File: src/rtl/parking_system_4slot.sv
// rtl/parking_system_4slot.sv - 4-slot parking lot controller with slot timers, fee and gate sequencing

// Gate/payment sequencer; owns occupancy and the slot of the car currently leaving.
module parking_fsm #(
  parameter int GATE_CYCLES = 4
) (
  input  logic       clk,
  input  logic       rst,
  input  logic       entry_pulse,
  input  logic       exit_pulse,
  input  logic       payment_received,
  input  logic [1:0] exit_car_select,
  output logic       entry_gate,
  output logic       exit_gate,
  output logic       fee_ready,
  output logic [3:0] occupancy,
  output logic       entry_accept,
  output logic [1:0] entry_slot,
  output logic       exit_accept,
  output logic       hold_valid,
  output logic [1:0] hold_slot
);

  localparam int GW = $clog2(GATE_CYCLES + 1);

  typedef enum logic [1:0] {
    IDLE       = 2'b00,
    ENTRY_OPEN = 2'b01,
    WAIT_PAY   = 2'b10,
    EXIT_OPEN  = 2'b11
  } state_t;

  state_t        state;
  logic [GW-1:0] gate_cnt;
  logic [1:0]    exit_slot;

  // Event acceptance in IDLE: exit wins over a simultaneous entry; entry needs a free slot.
  always_comb begin
    exit_accept  = (state == IDLE) && exit_pulse && occupancy[exit_car_select];
    entry_accept = (state == IDLE) && entry_pulse && !exit_accept && !(&occupancy);
    entry_slot   = 2'd3;
    if (!occupancy[0])      entry_slot = 2'd0;
    else if (!occupancy[1]) entry_slot = 2'd1;
    else if (!occupancy[2]) entry_slot = 2'd2;
    hold_valid = (state == WAIT_PAY);
    hold_slot  = exit_slot;
  end

  // State machine with registered gate, fee_ready and occupancy outputs.
  always_ff @(posedge clk) begin
    if (!rst) begin
      state      <= IDLE;
      gate_cnt   <= '0;
      exit_slot  <= 2'd0;
      entry_gate <= 1'b0;
      exit_gate  <= 1'b0;
      fee_ready  <= 1'b0;
      occupancy  <= 4'b0000;
    end else begin
      case (state)
        IDLE: begin
          if (exit_accept) begin
            exit_slot <= exit_car_select;
            fee_ready <= 1'b1;
            state     <= WAIT_PAY;
          end else if (entry_accept) begin
            occupancy[entry_slot] <= 1'b1;
            entry_gate            <= 1'b1;
            gate_cnt              <= '0;
            state                 <= ENTRY_OPEN;
          end
        end
        ENTRY_OPEN: begin
          if (gate_cnt == GW'(GATE_CYCLES - 1)) begin
            entry_gate <= 1'b0;
            state      <= IDLE;
          end else begin
            gate_cnt <= gate_cnt + 1'b1;
          end
        end
        WAIT_PAY: begin
          if (payment_received) begin
            fee_ready            <= 1'b0;
            exit_gate            <= 1'b1;
            occupancy[exit_slot] <= 1'b0;
            gate_cnt             <= '0;
            state                <= EXIT_OPEN;
          end
        end
        EXIT_OPEN: begin
          if (gate_cnt == GW'(GATE_CYCLES - 1)) begin
            exit_gate <= 1'b0;
            state     <= IDLE;
          end else begin
            gate_cnt <= gate_cnt + 1'b1;
          end
        end
        default: state <= IDLE;
      endcase
    end
  end

endmodule

// Top level: slot timers, fee register and occupancy status around the sequencer.
module parking_system_4slot #(
  parameter int GATE_CYCLES = 4,
  parameter int RATE        = 1,
  parameter int TICK_DIV    = 1
) (
  input  logic        clk,
  input  logic        rst,
  input  logic        entry_pulse,
  input  logic        exit_pulse_for_system,
  input  logic        payment_received,
  input  logic [1:0]  exit_car_select,
  output logic        entry_gate,
  output logic        exit_gate,
  output logic        full_led,
  output logic        fee_ready,
  output logic [3:0]  occupancy,
  output logic [2:0]  free_count,
  output logic [31:0] e0,
  output logic [31:0] e1,
  output logic [31:0] e2,
  output logic [31:0] e3,
  output logic [31:0] fee
);

  localparam int DW = (TICK_DIV > 1) ? $clog2(TICK_DIV) : 1;

  logic          entry_accept;
  logic [1:0]    entry_slot;
  logic          exit_accept;
  logic          hold_valid;
  logic [1:0]    hold_slot;
  logic [31:0]   e [4];
  logic [31:0]   e_sel;
  logic [DW-1:0] div_cnt;
  logic          tick;

  parking_fsm #(.GATE_CYCLES(GATE_CYCLES)) FSM (
    .clk              (clk),
    .rst              (rst),
    .entry_pulse      (entry_pulse),
    .exit_pulse       (exit_pulse_for_system),
    .payment_received (payment_received),
    .exit_car_select  (exit_car_select),
    .entry_gate       (entry_gate),
    .exit_gate        (exit_gate),
    .fee_ready        (fee_ready),
    .occupancy        (occupancy),
    .entry_accept     (entry_accept),
    .entry_slot       (entry_slot),
    .exit_accept      (exit_accept),
    .hold_valid       (hold_valid),
    .hold_slot        (hold_slot)
  );

  assign e0    = e[0];
  assign e1    = e[1];
  assign e2    = e[2];
  assign e3    = e[3];
  assign e_sel = e[exit_car_select];
  assign tick  = (div_cnt == DW'(TICK_DIV - 1));

  // Occupancy status is purely combinational.
  always_comb begin
    full_led   = &occupancy;
    free_count = 3'd4 - ({2'b00, occupancy[0]} + {2'b00, occupancy[1]} +
                         {2'b00, occupancy[2]} + {2'b00, occupancy[3]});
  end

  // Timer prescaler: tick fires once every TICK_DIV cycles.
  always_ff @(posedge clk) begin
    if (!rst || tick) div_cnt <= '0;
    else              div_cnt <= div_cnt + 1'b1;
  end

  // Per-slot elapsed timers: reload on entry, freeze for the leaving car, saturate at max.
  always_ff @(posedge clk) begin
    for (int i = 0; i < 4; i++) begin
      if (!rst) begin
        e[i] <= 32'd0;
      end else if (entry_accept && (entry_slot == 2'(i))) begin
        e[i] <= 32'd0;
      end else if (occupancy[i] && tick && (e[i] != 32'hFFFF_FFFF) &&
                   !(hold_valid && (hold_slot == 2'(i))) &&
                   !(exit_accept && (exit_car_select == 2'(i)))) begin
        e[i] <= e[i] + 32'd1;
      end
    end
  end

  // Fee captured from the leaving car's timer; held until the next accepted exit.
  always_ff @(posedge clk) begin
    if (!rst)             fee <= 32'd0;
    else if (exit_accept) fee <= e_sel * 32'(RATE);
  end

endmodule

File: config.mk
export PLATFORM = sky130hd
export DESIGN_NAME = parking_system_4slot
export DESIGN_NICKNAME = d
export VERILOG_FILES = /design/src/rtl/parking_system_4slot.sv
export SDC_FILE = /design/constraint.sdc
export NUM_CORES = 1
export LEC_CHECK = 0
export ABC_AREA = 1
export CORE_ASPECT_RATIO = 0.5
export CORE_UTILIZATION = 49
export CTS_CLUSTER_DIAMETER = 100
export DETAILED_ROUTE_END_ITERATION = 8
export GPL_TIMING_DRIVEN = 0
export PLACE_DENSITY = 0.77
export RECOVER_POWER = 50
export SETUP_SLACK_MARGIN = 0.5
export SLEW_MARGIN = 20
export SYNTH_ARGS = -nofsm -noshare
export SYNTH_HDL_FRONTEND = slang
export SYNTH_SLANG_ARGS = --single-unit
File: constraint.sdc
create_clock -name clk -period 4.3 [get_ports clk]
set_clock_uncertainty 0.05 [all_clocks]
set_input_delay 0.86 -clock clk [delete_from_list [all_inputs] [get_ports clk]]
set_output_delay 0.86 -clock clk [all_outputs]
set_load 0.03 [all_outputs]
==> metrics, run 1 <==
die width roughly 210 um; fin crit share 0.877; dpl hpwl around 32 mm; critical path required time approximately 4300 ps; first-pass GRT wire length ~60 mm; post-layout instance area 13700 sq um; Reg clk slew, reported paths roughly 60 ps; CTS Hold Buffers Added 0; antenna cells 0; CTS tree done; Max Cap Viol 0; worst min path class reg -> reg; TritonRoute pass-1 iters 8; H-tree Lvls 4; Max Clk Rate ~0.27 GHz; Critical Path AT approximately 3800 ps; Starting Density 0.502; vias in the first global route between 10000 and 15000; combinational share of power 0.303; placed insts 1997; Die Y roughly 110 um; Synth top area share 0.352; status completed; GR Overflow Total 0; Port-buffer cells between 150 and 200; total core area approximately 22000 sq um; top post-synthesis cells by area edfxtp_1 35%, nand2_1 12%, nor2_1 11%, dfxtp_1 8.6%, inv_1 7.6%; sequential power share 0.424; Seq cells post-synth 175; switch share 0.380; GRT Total Usage 0.355; unrepaired setup endpoints after global routing false; Mapped Cells 1517; post-synth top area cell edfxtp_1; Worst slew margin 0.456; Yosys warning count 0; utilization after layout 0.627; ys flop type edfxtp_1; GPL Wtd Cong 1.03; Hold Startpoint FSM.entry_gate; Antenna Violating Nets Remaining 0; Final min period roughly 3800 ps; largest net degree at the start of global routing 33; layout cells sized above 1 0.0359; top-count cell post-synth nand2_1; die area between 20000 and 25000 sq um; startpoint type of the worst setup path input pin; internal power roughly 0.0035 W; DRC viols 0; Area Overhead vs Synth 25.0%; Crit. End Element flop; final wirelength 39.9 mm; Clock Power Share 0.273; vias per cell between 5 and 6; Cell variety after synth 37; number of setup buffers added after CTS 0; Setup CP Type in -> reg; Async SR Flop Fraction 0; FP Rows 38; io pins 178; final hold violation count 0; Final Non-Filler Cells around 2000; worst-margin pin slew 813 ps; CTS root buffer clkbuf_16; clk sinks between 150 and 200; LEAKAGE 5.66 nW; Post-layout nets roughly 1700; Syn Nets between 1500 and 2000; crit-path max FO 32; area post-placement around 13000 sq um; register area share after synthesis 0.438; Netlist Area Pre-Place 10900 sq um; Pwr Density between 400 and 500 nW/um^2; Final setup viols 0; launch point of the worst reg-to-reg path e[0][0]; worst skew pair latency 440 ps; Post-synth top cells 352 x nand2_1, 331 x nor2_1, 220 x inv_1; via count of the routed design 11275; CTS Buf Count 17; VDD IR max ~0.00027 V; Max clock buf depth 2; Initial DRC Count 1309; PostCTS Resize Cnt 0; EDFF count, synth approximately 130; syn avg cell area 7.20 sq um; DR WL/cell a little under 20 um; Slew Limit Fails 0; crit path from exit_car_select[0]; Switching Power roughly 0.0021 W; initial antenna violation count 0
final cells by class:
class	count	area, sq um
Fill cell	2048	8120
Multi-Input combinational cell	1081	5090
Sequential cell	175	4780
Timing Repair Buffer	180	1810
Inverter	223	837
Clock buffer	27	514
Tap cell	300	375
Buffer	38	195
Clock inverter	5	51.3
worst paths after layout:
check / depth (start not counted) / to / slack, ps
worst max-delay path: 11 / e[0][12] / 530
worst min-delay path: 2 / FSM.entry_gate / 420
worst max register to register: 9 / e[0][12] / 990
worst min register to register: 2 / FSM.entry_gate / 420
flip-flops by register name (all words and copies together) (netlist names):
name / count
e: 128
fee: 32
FSM.exit_gate: 1
FSM.occupancy: 4
FSM.fee_ready: 1
FSM.entry_gate: 1
FSM.hold_slot: 2
FSM.gate_cnt: 3
div_cnt: 1
FSM.state: 2
power by group through the flow:
stage / Clock [W] / Combinational, W / Sequential (W)
after floorplan: 0 / 0.000679 / 0.00268
after global placement: 0 / 0.00170 / 0.00242
after detailed placement: 0 / 0.00175 / 0.00242
after CTS: 0.00154 / 0.00175 / 0.00239
after global routing: 0.00160 / 0.00182 / 0.00241
final: 0.00154 / 0.00171 / 0.00239
metrics by stage:
step                power, W  setup slack (ps)  TNS [ps]  hold WS (ps)
floorplan            0.00336               776         0           391
global placement     0.00413              -522    -31660           398
detailed placement   0.00416               500         0           409
CTS                  0.00568               784         0           418
global route         0.00583               374         0           440
finish               0.00563               528         0           415
cells in the final DEF (no fill, tap or decap), types with 24 or more instances in the layout:
| master | n |
|---|---|
| xor2_1 | 81 |
| nand2_1 | 354 |
| inv_1 | 220 |
| clkdlybuf4s50_1 | 24 |
| nor2_1 | 331 |
| o21ai_0 | 55 |
| nand3_1 | 89 |
| dlygate4sd3_1 | 151 |
| o22ai_1 | 40 |
| dfxtp_1 | 47 |
| clkbuf_1 | 29 |
| nor3_1 | 60 |
| edfxtp_1 | 128 |
critical path, stage by stage:
cell and delay [ps]:
dlygate4sd3_1 620, clkbuf_1 390, nand2_1 90, nand2_1 80, nand2_1 40, nand2_1 110
nand2_1 190, nand3_1 190, nand4_2 280, buf_4 310, nand2_2 610
cells by family after synthesis:
family	count (synthesis)	synth area share
AOI/OAI and AO/OA	120	0.0614
adders and majority gates	10	0.0121
buffers and inverters	261	0.0967
xor gates and xnor gates	86	0.0689
and+or+nand+nor	864	0.323
other	1	0.000343
DFF	175	0.438
layer usage:
layer  share of wire  track usage  routed length [um]  up-vias
li1                -            -                   -     5242
met1            0.45        0.533               18000     5337
met2            0.42        0.501               16600      639
met3            0.12       0.0922                4710       57
met4           0.016       0.0837                 645        0
met5               0            0                   0        -
Note: power is estimated with default switching activity, not from simulation.
==> run 2: changes to the inputs <==
- CORE_ASPECT_RATIO: 0.5 -> 0.7
==> run 2 against run 1 <==
  * Clock-buffer cell count down 3
  * Critical path depth up 2
  * Clock power down 3%
  * Die area down 0.12%
  * Via count down 1.0%
  * Largest power group unchanged
  * Critical path type unchanged
  * First-iteration DRC count up 16%
  * Sequential share of layout area up 0.16 points
  * Largest cell class unchanged
==> metrics, run 2 (same netlist as run 1, synthesis figures left out) <==
Final min period around 3700 ps; Hold Startpoint FSM.gate_cnt[2]; FF-to-FF End e[0][13]; setup TNS 0 ps; die width between 150 and 200 um; CP endpoint e[1][17]; Setup CP Type in -> reg; CTS Buf Count 17; Pwr Density between 400 and 500 nW/um^2; Final setup viols 0; unrepaired setup endpoints after global routing false; initial antenna violation count 1; DRC viols 0; Pwr Total 0.00557 W; final wirelength just under 40 mm; CP dominant cell by count nand2_1; internal power around 0.0034 W; worst path cell trace clkdlybuf4s50_1 > clkbuf_1 > nand2_1 > nand2_1 > nand2_1 > nand2_1 > nand2_2 > clkbuf_1 > clkbuf_1 > nand4_1 > o211ai_1 > buf_4 > buf_4; LEAKAGE around 5.6 nW; TritonRoute pass-1 iters 6; critical path required time 4400 ps; most frequent cells in the layout 354 x nand2_1, 332 x nor2_1, 220 x inv_1, 152 x dlygate4sd3_1, 128 x edfxtp_1; vias per cell about 5.5; worst reg-to-reg setup slack 990 ps; CP max-delay cell clkbuf_1; Die Y 127 um; clk sinks between 150 and 200; max FFs per register 128; largest net degree at the start of global routing 33; Area Overhead vs Synth 24.4%; utilization after layout 0.624; startpoint type of the worst setup path input pin; total core area ~22000 sq um; commonest non-fill, non-tap cell in the layout nand2_1; worst min path class reg -> reg; FP Rows 45; antenna cells 0; sequential power share 0.429; VDD IR max 0.000299 V; PostCTS Resize Cnt 0; CTS root buffer clkbuf_16; Starting Density 0.502; number of setup buffers added after CTS 0; vias in the first global route 10207; Switching Power 0.00216 W; Reg clk slew, reported paths roughly 70 ps; Worst slew margin 0.476; worst skew pair latency approximately 450 ps; Crit. End Element flop; biggest regs e: 128 flops, fee: 32 flops, FSM.occupancy: 4 flops; Max Clk Rate approximately 0.27 GHz; final hold violation count 0; first-pass GRT wire length slightly below 60 mm; die area 22900 sq um; max incr delay on CP a little under 500 ps; combinational share of power 0.302; GR Overflow Total 0; status completed; CTS Hold Buffers Added 0; Post-layout nets between 1500 and 2000; Worst Reg-to-Reg Cells 9; Max clock buf depth 2; crit-path max FO 10; Port-buffer cells 175; Slew Limit Fails 0; Max Cap Viol 0; Initial DRC Count between 1500 and 2000; launch point of the worst reg-to-reg path e[0][0]; Antenna Violating Nets Remaining 0; io pins between 150 and 200; crit path from exit_car_select[0]; worst-margin pin slew approximately 780 ps; DR WL/cell about 19 um; switch share 0.387; GRT Total Usage 0.340; fin crit share 0.860; Clock Power Share 0.268; dpl hpwl 30.3 mm; Largest Register e; GPL Wtd Cong just under 1; Critical Path AT 3800 ps; H-tree Lvls 4; via count of the routed design between 10000 and 15000; CTS tree done; layout cells sized above 1 0.0347
[run 2: final cells by class]
type                            count  area [sq um]
Fill cell                        1999          8190
Multi-Input combinational cell   1081          5080
Inverter                          223           837
Timing Repair Buffer              180          1810
Sequential cell                   175          4780
Clock buffer                       24           493
Buffer                             38           186
Tap cell                          282           353
Clock inverter                      8          51.3
[run 2: metrics by stage]
step / instances / hold slack, ps / instance area [sq um] / setup WS [ps]
6_report: 2011 / 414 / 13600 / 603
5_1_grt: 2011 / 450 / 13600 / 385
4_1_cts: 2011 / 412 / 13700 / 802
3_5_place_dp: 1979 / 402 / 13100 / 575
3_3_place_gp: 1974 / 399 / 13000 / -488
2_1_floorplan: 1517 / 391 / 10900 / 776
[run 2: critical path, delay by kind of cell]
family,cells,cell delay [ps]
buffers and inverters,6,2110
AND/OR/NAND/NOR,6,600
AO/OA/AOI/OAI,1,230
[run 2: worst min-delay path by stage]
| stage | end | cells past startpoint | slack [ps] |
|---|---|---|---|
| 2_1_floorplan | FSM.gate_cnt[2] | 2 | 390 |
| 3_3_place_gp | FSM.gate_cnt[2] | 2 | 400 |
| 3_5_place_dp | FSM.gate_cnt[2] | 2 | 400 |
| 4_1_cts | FSM.gate_cnt[2] | 2 | 410 |
| 5_1_grt | FSM.gate_cnt[2] | 2 | 450 |
| 6_report | FSM.gate_cnt[2] | 2 | 410 |
[run 2: per-layer routing]
layer	track usage	vias up	wire length [um]
met5	0.0168	-	66
met4	0.134	4	1240
met3	0.0890	89	4920
met2	0.462	702	15200
li1	-	5240	-
met1	0.507	5126	17100
[run 2: power by group through the flow]
stage / sequential, W / combinational [W] / clock, W
after floorplan: 0.00268 / 0.000679 / 0
after global placement: 0.00243 / 0.00169 / 0
after detailed placement: 0.00241 / 0.00173 / 0
after CTS: 0.00238 / 0.00174 / 0.00149
after global routing: 0.00242 / 0.00180 / 0.00156
final: 0.00239 / 0.00168 / 0.00150
==> run 3: changes to the inputs <==
- SLEW_MARGIN: 20 -> unset
==> run 3 against run 2 <==
  * Utilization is 0.36 points higher
  * Wire length about the same
  * Sequential power barely moved
  * Clock-buffer cell count fell by 6
  * Register-to-register slack improved by 70 ps
  * Sequential share of layout area shrank 0.20 points
  * Cell area increased by 0.57%
  * Highest routed layer unchanged
  * Combinational power is essentially flat
  * Global-route usage is 0.32 points lower
  * Die area stayed put
  * Non-clock buffer count fell by 1
  * Setup slack improved by 82 ps
  * Largest cell class unchanged
==> metrics, run 3 (same netlist as run 1, synthesis figures left out) <==
fin crit share 0.841; Initial DRC Count 1424; die area between 20000 and 25000 sq um; Largest Register e; commonest non-fill, non-tap cell in the layout nand2_1; max incr delay on CP between 400 and 500 ps; launch point of the worst reg-to-reg path e[0][0]; final worst slack around 700 ps; setup TNS 0 ps; GPL Wtd Cong approximately 0.98; Die Y between 100 and 150 um; Storage cell area 4780 sq um; antenna cells 0; CTS root buffer clkbuf_16; critical path required time approximately 4400 ps; Worst Reg-to-Reg Cells 9; Worst slew margin 0.447; DR top layer met5; CTS tree done; CTS Hold Buffers Added 0; TritonRoute pass-1 iters 6; met2 WL 15.4 mm; Final min period 3620 ps; vias in the first global route slightly above 10000; io pins ~180; initial antenna violation count 1; Slew Limit Fails 0; dpl hpwl just over 30 mm; Pwr Density roughly 420 nW/um^2; met3 WL roughly 4.9 mm; Max clock buf depth 2; most frequent cells in the layout 354 x nand2_1, 332 x nor2_1, 220 x inv_1, 149 x dlygate4sd3_1, 128 x edfxtp_1; Max Cap Viol 0; Reg clk slew, reported paths about 70 ps; Antenna Violating Nets Remaining 0; CP dominant cell by count nand2_1; LEAKAGE about 5.7 nW; Routed met1 length ~17 mm; DRC viols 0; via count of the routed design around 11000; status completed; number of setup buffers added after CTS 0; DR WL/cell 19.1 um; clk sinks ~180; worst reg-to-reg setup slack around 1100 ps; Pwr Total between 0.005 and 0.006 W; worst min path class reg -> reg; FF-to-FF End e[0][10]; Hold Path Depth 2; biggest regs e: 128 flops, fee: 32 flops, FSM.occupancy: 4 flops; unrepaired setup endpoints after global routing false; worst hold endpoint FSM.gate_cnt[2]; worst path bufs/invs 5; Post-layout nets around 1700; worst skew pair latency between 400 and 500 ps; dpl ws between 100 and 150 ps; startpoint type of the worst setup path input pin; area of the multi-input gates 5090 sq um; Final setup viols 0; VDD IR max 0.000288 V; Hold Startpoint FSM.gate_cnt[2]; final wirelength roughly 38 mm; Setup CP Type in -> reg; worst-margin pin slew ~830 ps; H-tree Lvls 4; cell family with most CP delay buffers and inverters; die width roughly 180 um; CTS Buf Count 17; GR Overflow Total 0; crit-path max FO 11; GRT Total Usage 0.337; worst path cell trace clkdlybuf4s50_1 > clkbuf_1 > nand2_1 > nand2_1 > nand2_1 > nand2_1 > nand2_1 > clkbuf_1 > buf_2 > nand4_1 > o211ai_1 > buf_4; max FFs per register roughly 130; first-pass GRT wire length 57.9 mm; Critical Path AT roughly 3700 ps; total core area 21800 sq um; # fillers roughly 2000; PostCTS Resize Cnt 0; Area Overhead vs Synth 25.1%; largest net degree at the start of global routing 33; layout cells sized above 1 0.0359; Crit. End Element flop; Starting Density 0.502; FP Rows between 40 and 50; final hold violation count 0; Port-buffer cells between 150 and 200; vias per cell 5.54; CP max-delay cell clkbuf_1; Max Clk Rate 0.277 GHz
==> run 3: cell types whose count changed in the layout (fill, tap and decap cells not counted), moves of 2 or more <==
cell / change
bufinv_16: +4
clkbuf_1: -4
clkdlybuf4s50_1: +3
dlygate4sd3_1: -3
inv_4: -3
buf_4: -2
clkbuf_8: -2
clkinv_1: +2
clkinv_4: +2
==> run 3: report_power, final <==
part | internal (W) | total, W | switching, W
clock network | 0.000974 | 0.00169 | 0.000716
registers | 0.00206 | 0.00239 | 0.000325
logic | 0.000548 | 0.00169 | 0.00114
total | 0.00359 | 0.00577 | 0.00218
==> run 3: how the worst max path moves through the flow <==
stage / from / end / slack (ps) / cells past startpoint
after floorplan: exit_car_select[1] / e[1][0] / 780 / 6
after global placement: exit_car_select[0] / e[2][27] / -490 / 10
after detailed placement: exit_car_select[0] / e[0][19] / 130 / 11
after CTS: exit_car_select[0] / e[0][17] / 580 / 11
after global routing: exit_car_select[0] / e[3][2] / 440 / 13
final: exit_car_select[0] / e[1][12] / 680 / 12
==> run 3: area by class of cell <==
cell class                 instances  area share
sequential                       175       0.350
clock inverter                    14      0.0138
timing repair buffer             179       0.132
clock buffer                      18      0.0314
multi-input combinational       1081       0.372
buffer                            38      0.0137
inverter                         223      0.0612
tap                              282      0.0258
==> run 3: through the flow <==
step / utilization / cells / cell area [sq um] / hold slack, ps
after floorplan: - / 1517 / 10900 / 391
after global placement: 0.598 / 1974 / 13000 / 399
after CTS: 0.630 / 2010 / 13700 / 414
final: 0.628 / 2010 / 13700 / 414
after global routing: 0.628 / 2010 / 13700 / 451
after detailed placement: 0.601 / 1978 / 13100 / 402
==> run 3: routing by layer <==
layer | global-route usage | vias up
li1 | - | 5240
met2 | 0.473 | 708
met5 | 0.0168 | -
met4 | 0.114 | 4
met1 | 0.504 | 5126
met3 | 0.0769 | 65
==> run 3: worst min-delay path, stage by stage (launching register included) <==
cell     delay [ps]
dfxtp_1         310
nand2_1          60
a21oi_1          50
